<file path="config.mk">
export PLATFORM = sky130hd
export DESIGN_NAME = codeword_timer
export DESIGN_NICKNAME = d
export VERILOG_FILES = /design/src/rtl/codeword_timer_pkg.sv /design/src/rtl/codeword_timer_slot_counter.sv /design/src/rtl/codeword_timer.sv
export SDC_FILE = /design/constraint.sdc
export NUM_CORES = 1
export LEC_CHECK = 0
export ABC_AREA = 1
export ABC_CLOCK_PERIOD_IN_PS = 3400
export CAP_MARGIN = 25
export CORE_MARGIN = 3
export CORE_UTILIZATION = 42
export DETAILED_ROUTE_END_ITERATION = 6
export GPL_ROUTABILITY_DRIVEN = 1
export GPL_TIMING_DRIVEN = 0
export HOLD_SLACK_MARGIN = 0.1
export PLACE_DENSITY_LB_ADDON = 0.2
export SYNTH_ARGS = -nofsm -noshare
export SYNTH_HDL_FRONTEND = slang
export SYNTH_HIERARCHICAL = 1
export SYNTH_SLANG_ARGS = --single-unit
</file>
<file path="constraint.sdc">
create_clock -name clk -period 3.4 [get_ports clk]
set_clock_uncertainty 0.05 [all_clocks]
set_input_delay 0.34 -clock clk [delete_from_list [all_inputs] [get_ports clk]]
set_output_delay 0.34 -clock clk [all_outputs]
set_load 0.02 [all_outputs]
</file>
<file path="src/rtl/codeword_timer_pkg.sv">
// -----------------------------------------------------------------------------
// codeword_timer_pkg
// Shared types and constants for the codeword bit-slot scheduler.
//   cw_state_e      : scheduler state (IDLE, RUN, DRAIN)
//   DIV_MIN         : smallest divide ratio that can be active
//   CW_LEN_DEFAULT  : default number of bit slots per codeword frame
// -----------------------------------------------------------------------------
package codeword_timer_pkg;

    typedef enum logic [1:0] {
        ST_IDLE  = 2'd0,
        ST_RUN   = 2'd1,
        ST_DRAIN = 2'd2
    } cw_state_e;

    localparam int unsigned DIV_MIN        = 2;
    localparam int unsigned CW_LEN_DEFAULT = 7;

endpackage

</file>
<file path="src/rtl/codeword_timer_slot_counter.sv">
// -----------------------------------------------------------------------------
// slot_counter
// Modulo-div counter used to time one bit slot.
//   clk, rst : clock, asynchronous active-high reset
//   en       : advance the count this cycle
//   clr      : synchronous clear to 0 (overrides en)
//   div      : modulus; count runs 0..div-1
//   cnt      : current count
//   tc       : terminal count (cnt == div-1), decoded from the register
// -----------------------------------------------------------------------------
module slot_counter
    import codeword_timer_pkg::*;
#(
    parameter int unsigned W = 8
) (
    input  logic         clk,
    input  logic         rst,
    input  logic         en,
    input  logic         clr,
    input  logic [W-1:0] div,
    output logic [W-1:0] cnt,
    output logic         tc
);

    logic [W-1:0] cnt_q;
    logic [W-1:0] cnt_d;

    always_comb begin
        tc    = (cnt_q == (div - W'(1)));
        cnt_d = cnt_q;
        if (clr) begin
            cnt_d = '0;
        end else if (en) begin
            cnt_d = tc ? '0 : (cnt_q + W'(1));
        end
    end

    always_ff @(posedge clk or posedge rst) begin
        if (rst) begin
            cnt_q <= '0;
        end else begin
            cnt_q <= cnt_d;
        end
    end

    assign cnt = cnt_q;

endmodule

</file>
<file path="src/rtl/codeword_timer.sv">
// -----------------------------------------------------------------------------
// codeword_timer
// Run-time programmable bit-slot scheduler. Divides clk by an active ratio to
// give single-cycle bit strobes and groups CW_LEN of them into a codeword frame.
// Frames are never truncated by stop, and ratio changes take effect only at a
// frame boundary (or immediately while idle).
//
// Ports:
//   clk, rst    : clock, asynchronous active-high reset
//   start, stop : level-sampled framing requests
//   cfg_valid   : new divide ratio offered on cfg_div
//   cfg_ready   : ratio can be accepted this cycle
//   busy        : scheduler not idle
//   bit_tick    : pulse on the last clock of each bit slot
//   bit_idx     : index of the current bit within the frame
//   word_start  : pulse on the first clock of a frame
//   word_end    : pulse on the final bit_tick of a frame
//   div_level   : divided-clock level (only when CODEWORD_TIMER_LEVEL_EN is
//                 defined; port absent otherwise)
// -----------------------------------------------------------------------------
module codeword_timer
    import codeword_timer_pkg::*;
#(
    parameter int unsigned CW_LEN  = CW_LEN_DEFAULT,
    parameter int unsigned DIV_W   = 8,
    parameter int unsigned DIV_RST = 7
) (
    input  logic                      clk,
    input  logic                      rst,
    input  logic                      start,
    input  logic                      stop,
    input  logic                      cfg_valid,
    input  logic [DIV_W-1:0]          cfg_div,
    output logic                      cfg_ready,
    output logic                      busy,
    output logic                      bit_tick,
    output logic [$clog2(CW_LEN)-1:0] bit_idx,
    output logic                      word_start,
    output logic                      word_end
`ifdef CODEWORD_TIMER_LEVEL_EN
    ,
    output logic                      div_level
`endif
);

    localparam int unsigned        IDX_W     = $clog2(CW_LEN);
    localparam logic [IDX_W-1:0]   IDX_LAST  = IDX_W'(CW_LEN - 1);
    localparam logic [DIV_W-1:0]   DIV_MIN_W = DIV_W'(DIV_MIN);
    localparam logic [DIV_W-1:0]   DIV_RST_W = DIV_W'(DIV_RST);

    cw_state_e          state_q, state_d;
    logic [DIV_W-1:0]   div_q, div_d;
    logic               pend_q, pend_d;
    logic [DIV_W-1:0]   pend_div_q, pend_div_d;
    logic [IDX_W-1:0]   bit_idx_q, bit_idx_d;

    logic [DIV_W-1:0]   cnt;
    logic               cnt_tc;
    logic               cnt_clr;
    logic               cfg_xfer;
    logic [DIV_W-1:0]   cfg_val;

    assign busy    = (state_q != ST_IDLE);
    assign cnt_clr = ~busy;

    slot_counter #(
        .W (DIV_W)
    ) u_slot_counter (
        .clk (clk),
        .rst (rst),
        .en  (busy),
        .clr (cnt_clr),
        .div (div_q),
        .cnt (cnt),
        .tc  (cnt_tc)
    );

    assign bit_tick   = busy & cnt_tc;
    assign word_end   = bit_tick & (bit_idx_q == IDX_LAST);
    assign word_start = busy & (cnt == '0) & (bit_idx_q == '0);
    assign bit_idx    = bit_idx_q;

    assign cfg_ready = ~busy | ~pend_q;
    assign cfg_xfer  = cfg_valid & cfg_ready;
    assign cfg_val   = (cfg_div < DIV_MIN_W) ? DIV_MIN_W : cfg_div;

    // Framing state machine
    always_comb begin
        state_d = state_q;
        unique case (state_q)
            ST_IDLE: begin
                if (start) state_d = ST_RUN;
            end
            ST_RUN: begin
                if (stop) state_d = word_end ? ST_IDLE : ST_DRAIN;
            end
            ST_DRAIN: begin
                // A late start cancels the drain even on the final tick, so
                // framing continues without a gap.
                if (start && !stop) state_d = ST_RUN;
                else if (word_end)  state_d = ST_IDLE;
            end
            default: state_d = ST_IDLE;
        endcase
    end

    always_comb begin
        bit_idx_d = bit_idx_q;
        if (!busy) begin
            bit_idx_d = '0;
        end else if (bit_tick) begin
            bit_idx_d = (bit_idx_q == IDX_LAST) ? '0 : (bit_idx_q + IDX_W'(1));
        end
    end

    // Ratio handling. While busy a transfer only lands in the pending slot
    // (cfg_ready guarantees the slot is free), and the slot is promoted at
    // word_end. A pending value left over when the timer falls idle is
    // promoted straight away; a fresh idle transfer overrides it.
    always_comb begin
        div_d      = div_q;
        pend_d     = pend_q;
        pend_div_d = pend_div_q;
        if (!busy) begin
            if (pend_q) begin
                div_d  = pend_div_q;
                pend_d = 1'b0;
            end
            if (cfg_xfer) begin
                div_d = cfg_val;
            end
        end else begin
            if (word_end && pend_q) begin
                div_d  = pend_div_q;
                pend_d = 1'b0;
            end
            if (cfg_xfer) begin
                pend_d     = 1'b1;
                pend_div_d = cfg_val;
            end
        end
    end

    always_ff @(posedge clk or posedge rst) begin
        if (rst) begin
            state_q    <= ST_IDLE;
            div_q      <= DIV_RST_W;
            pend_q     <= 1'b0;
            pend_div_q <= '0;
            bit_idx_q  <= '0;
        end else begin
            state_q    <= state_d;
            div_q      <= div_d;
            pend_q     <= pend_d;
            pend_div_q <= pend_div_d;
            bit_idx_q  <= bit_idx_d;
        end
    end

`ifdef CODEWORD_TIMER_LEVEL_EN
    // High phase is ceil(div/2) cycles; extra bit avoids overflow at max div.
    logic [DIV_W:0] half_div;
    assign half_div  = ({1'b0, div_q} + (DIV_W+1)'(1)) >> 1;
    assign div_level = busy & ({1'b0, cnt} < half_div);
`endif

endmodule

</file>
# Yosys cells after proc, flatten, opt, wreduce, memory -nomap -nowiden

Index checks and enable logic that the tools add are counted.

Shifts and indexed selects: 0
Reductions and logical operators: 11
Mux-type cells: 19
Multiply operators: 0
Add/sub/neg operators: 3
Order comparisons: 1
Equality and inequality tests: 10
Bitwise gates (word level): 8
Divide/modulo/power cells: 0

Operator list:

| cell                  | number |
|---|---|
| $mux W8               | 7 |
| $mux W2               | 5 |
| $mux W3               | 3 |
| $add A8 B1 Y8 const B | 1 |
| $eq A8 B8 Y1          | 1 |
| $logic_not A8 Y1      | 1 |
| $lt A8 B2 Y1 const B  | 1 |
| $sub A8 B1 Y8 const B | 1 |
| $pmux W2 S3           | 1 |
| $and A1 B1 Y1         | 5 |
| $ne A2 B1 Y1 const B  | 2 |
| $ne A2 B2 Y1 const B  | 2 |
| $reduce_and A2 Y1     | 2 |
| $add A3 B1 Y3 const B | 1 |
| $eq A3 B3 Y1 const B  | 1 |
| $logic_not A3 Y1      | 1 |
| $mux W1               | 3 |
| $ne A3 B1 Y1 const B  | 1 |
| $ne A3 B3 Y1 const B  | 1 |
| $reduce_and A3 Y1     | 1 |
| $reduce_bool A3 Y1    | 1 |
| $eq A2 B1 Y1 const B  | 1 |
| $eq A2 B2 Y1 const B  | 1 |
| $logic_and A1 B1 Y1   | 2 |
| other kinds (5)       | 6 |

Bits in registers: 30
Memories kept: 0
Output and inout port bits: 8
Latch bits: 0
Input port bits: 13
ROM bits: 0
Memory bits (writable): 0

# Depth between registers and ports, before layout

Depth after elaboration: 8
Gate-level depth with buffers: 17

# Hierarchy

The synthesis kept the hierarchy.

Modules (own cells, without submodules):

| module         | cells each | sequential area each (µm²) | area an instance (µm²) | instances |
|---|---|---|---|---|
| codeword_timer | 149        | 554.3                      | 1157.4                 | 1 |
| slot_counter   | 131        | 200.2                      | 749.5                  | 1 |

# Worst setup path before layout

No wires, ideal clock.

Kind: register to output
From: register div_q[0]
To: output port word_end
Stages on the path, launching flop included: 16
Slack: 0.779 ns
Path buffers: 0
Required time: 3.010 ns
Arrival: 2.231 ns
Cell sequence: dfstp_2 > inv_1 > ha_1 > nand2_1 > inv_1 > nor2_1 > nand2_1 > nor2_1 > nand3_1 > nor2_2 > nand3_2 > inv_1 > inv_1 > nor2_2 > nand2_2 > inv_1

Longest elaborated chain between the ends: 4

Ends and longest elaborated chain:

| what                   | line                              | text |
|---|---|---|
| start, declared        | codeword_timer.sv:52              | `logic [DIV_W-1:0] div_q, div_d;` |
| start signal, assigned | codeword_timer.sv:153             | `div_q <= div_d;` |
| $sub A8 B1 Y8          | codeword_timer_slot_counter.sv:29 | `tc = (cnt_q == (div - W'(1)));` |
| $eq A8 B8 Y1           | codeword_timer_slot_counter.sv:29 |  |
| via cnt_tc             | codeword_timer.sv:58              | `logic cnt_tc;` |
| $and A1 B1 Y1          | codeword_timer.sv:78              | `assign bit_tick = busy & cnt_tc;` |
| via bit_tick           | codeword_timer.sv:36              | `output logic bit_tick,` |
| $and A1 B1 Y1          | codeword_timer.sv:79              | `assign word_end = bit_tick & (bit_idx_q == IDX_LAST);` |
| end, declared          | codeword_timer.sv:39              | `output logic word_end` |

The timed path passes the listed nets, and every way through them passes these cells.

# Worst setup path in the final report

From: register div_q[0]
To: output port word_end

Longest elaborated chain between the ends: 4

Ends and longest elaborated chain:

| what          | line |
|---|---|
| $sub A8 B1 Y8 | codeword_timer_slot_counter.sv:29 |
| $eq A8 B8 Y1  | codeword_timer_slot_counter.sv:29 |
| via cnt_tc    | codeword_timer.sv:58 |
| $and A1 B1 Y1 | codeword_timer.sv:78 |
| $and A1 B1 Y1 | codeword_timer.sv:79 |

The timed path passes the listed nets, and every way through them passes these cells.

==> results.json <==
{
  "synth_top_cell_by_area": "dfrtp_1",
  "num_rows": 23,
  "syn_area_sq_um": 1910,
  "arrival_ns": 2.62,
  "synth_cell_type_count": 31,
  "final_max_slew_viol_count": 0,
  "crit_start": "div_q[0]$_DFFE_PP1P_",
  "layout-drive-gt1-share_pct": 10.7,
  "drt_iter0_markers": 69,
  "worstMarginPinSlew_ns": 0.848,
  "via_per_inst": 4.81,
  "dr.pass1.iters": 4,
  "grt-ovfl-total": 0,
  "power_density_nw_per_um2": 765,
  "period_share_pct": 88.6,
  "ant_nets": 0,
  "cts.clk_slew.worst_paths_ns": 0.07,
  "syn_nets": 295,
  "die_width_microns": 73.4,
  "synth-seq-cells": 30,
  "p_total_mw": 1.73,
  "place_hpwl_microns": 2880,
  "core_sq_um": 4200,
  "end_kind": "output pin",
  "layout_min_cycle_time_ns": 3.01,
  "power.leakage_nw": 1.18,
  "grt_max_degree": 23,
  "syn_to_final_growth_pct": 18.8,
  "drt_wl_total_microns": 3830,
  "async_flop_share_pct": 100,
  "numCtsBuffers": 5,
  "multi_input_area_sq_um": 982,
  "fmax_ghz": 0.332,
  "layout_common_cells": "nand2_1 (105), inv_1 (37), nor2_1 (32)",
  "rsz0062_at_grt": "no",
  "critPathRequiredTime_ns": 3.01,
  "clkSinkCount": 30,
  "place_ws_ns": 0.175,
  "htreeDepth": 2,
  "finalNetCount": 322,
  "worst_slack_ns": 0.387,
  "r2r-start": "div_q[0]$_DFFE_PP1P_",
  "setup_viol": 0,
  "synthFlopType": "dfrtp_1",
  "yosysSeqAreaShare_pct": 39.6,
  "insertedDiodeCount": 0,
  "start_util_pct": 45.4,
  "cp_max_fo": 9,
  "fp.dieH_microns": 73.4,
  "synthTopCellsByArea": "dfrtp_1 (35%), nand2_1 (21%), inv_1 (7.3%), nor2_1 (6.3%), dfstp_2 (4.1%)",
  "worstSetupPathType": "flip-flop to output pin",
  "mostFrequentLayoutCell": "nand2_1",
  "cts_buffer_depth": 2,
  "grt_usage_pct": 15.9,
  "vias": 1721,
  "grt_pass1_wl_microns": 6650,
  "syn_area_per_cell_sq_um": 6.81,
  "synth_edf_count": 0,
  "drv_cap": 0,
  "start_kind": "flip-flop",
  "outcome": "finished clean",
  "ys.warnings.count": 6,
  "grt_pass1_vias": 1545,
  "root_buffer": "clkbuf_8",
  "hold_violations": 0,
  "slew_headroom_pct": 43.4,
  "die_area_sq_um": 5380,
  "cts-hold-fix-buffers": 0,
  "reg2reg_depth": 17,
  "clkLatencyLatePin_ns": 0.28,
  "cts_tree": "built",
  "postSynthCellCount": 280,
  "fillerInstances": 411,
  "vdd_drop_max_mv": 0.424,
  "register_area_sq_um": 754,
  "io_pins": 21,
  "place.port_buffers": 20,
  "yosys.area.top_type_share_pct": 35.4,
  "antenna_found_initial": 0,
  "gp_congestion": 0.792,
  "hold_path.class": "input pin to async pin",
  "wl_per_cell_microns": 10.7,
  "fin_setup_tns_ns": 0,
  "drc_errors": 0
}
[worst max-delay path, cell delays in order, from the launching register on]
cell	delay, ns
dfstp_2	0.54
inv_1	0.10
ha_1	0.32
nand2_1	0.07
inv_1	0.04
nor2_1	0.07
nand2_1	0.06
nor2_1	0.11
nand3_1	0.09
nor2_2	0.13
nand3_4	0.14
inv_1	0.11
inv_1	0.06
nor2_2	0.15
nand2_2	0.11
inv_1	0.08
clkbuf_2	0.16
[cell families after synthesis]
kind of cell	synth area share [%]
xor gates and xnor gates	2.30
DFF	39.6
adders and majority gates	1.31
and+or+nand+nor	39.4
buffers and inverters	9.32
AOI/OAI and AO/OA	8.07
[per-layer routing]
layer	up-vias	global-route usage, %	wire [microns]
met1	763	19.6	1870
met2	27	26.9	1750
met5	-	0	0
met3	6	4.24	150
li1	925	-	-
met4	0	5.43	50
[cells in the mapped netlist, types with 3 or more instances]
cell type,instances
inv_2,4
nor2_2,4
dfrtp_1,27
nand3_1,13
xor2_1,3
o21ai_1,13
nand2_1,105
nor3_1,3
nor2_1,32
inv_1,37
nand4_1,3
dfstp_2,3
a21oi_1,6
o21ai_0,4
[area by class of cell]
class,count,area share [%]
clock inverter,1,0.221
clock buffer,7,3.81
buffer,3,1.05
inverter,41,6.79
tap,50,2.76
sequential,30,33.3
timing repair buffer,20,8.72
multi-input combinational,206,43.3
[power by group]
part | total (mW) | leakage (nW) | switching, mW | internal [mW]
combinational | 0.847 | 0.751 | 0.525 | 0.322
clock | 0.295 | 0.0482 | 0.132 | 0.163
sequential | 0.592 | 0.384 | 0.106 | 0.486
[worst paths after layout]
path	slack (ns)	end
max reg2reg	0.81	div_q[2]$_DFFE_PP1P_
max	0.39	word_end
min in group clk	0.43	div_q[0]$_DFFE_PP1P_
max in group asynchronous	2.26	div_q[3]$_DFFE_PP0P_
min reg2reg	0.43	div_q[0]$_DFFE_PP1P_
min	0.28	u_slot_counter/cnt[7]$_DFFE_PP0P_
[per-stage QoR]
| stage | hold slack (ns) | cell area [sq um] | util, % | cells |
|---|---|---|---|---|
| 6_report | 0.285 | 2270 | 53.9 | 358 |
| 5_1_grt | 0.323 | 2270 | 53.9 | 358 |
| 4_1_cts | 0.297 | 2260 | 53.8 | 358 |
| 3_5_place_dp | 0.419 | 2170 | 51.6 | 350 |
| 3_3_place_gp | 0.416 | 2170 | 51.6 | 350 |
| 2_1_floorplan | 0.106 | 1910 | - | 280 |
[repair_timing]
item                                    in CTS  in global routing
endpoints found under the setup margin       1                  2
resized for setup                            1                  4
gates cloned                                 0                  0
setup buffers                                0                  0
[registers in the layout, summed over array words and instances (netlist names)]
register            flops
pend_q                  1
bit_idx                 3
div_q                   8
state_q                 2
pend_div_q              8
u_slot_counter/cnt      8
Power figures use the tool's default switching activity.
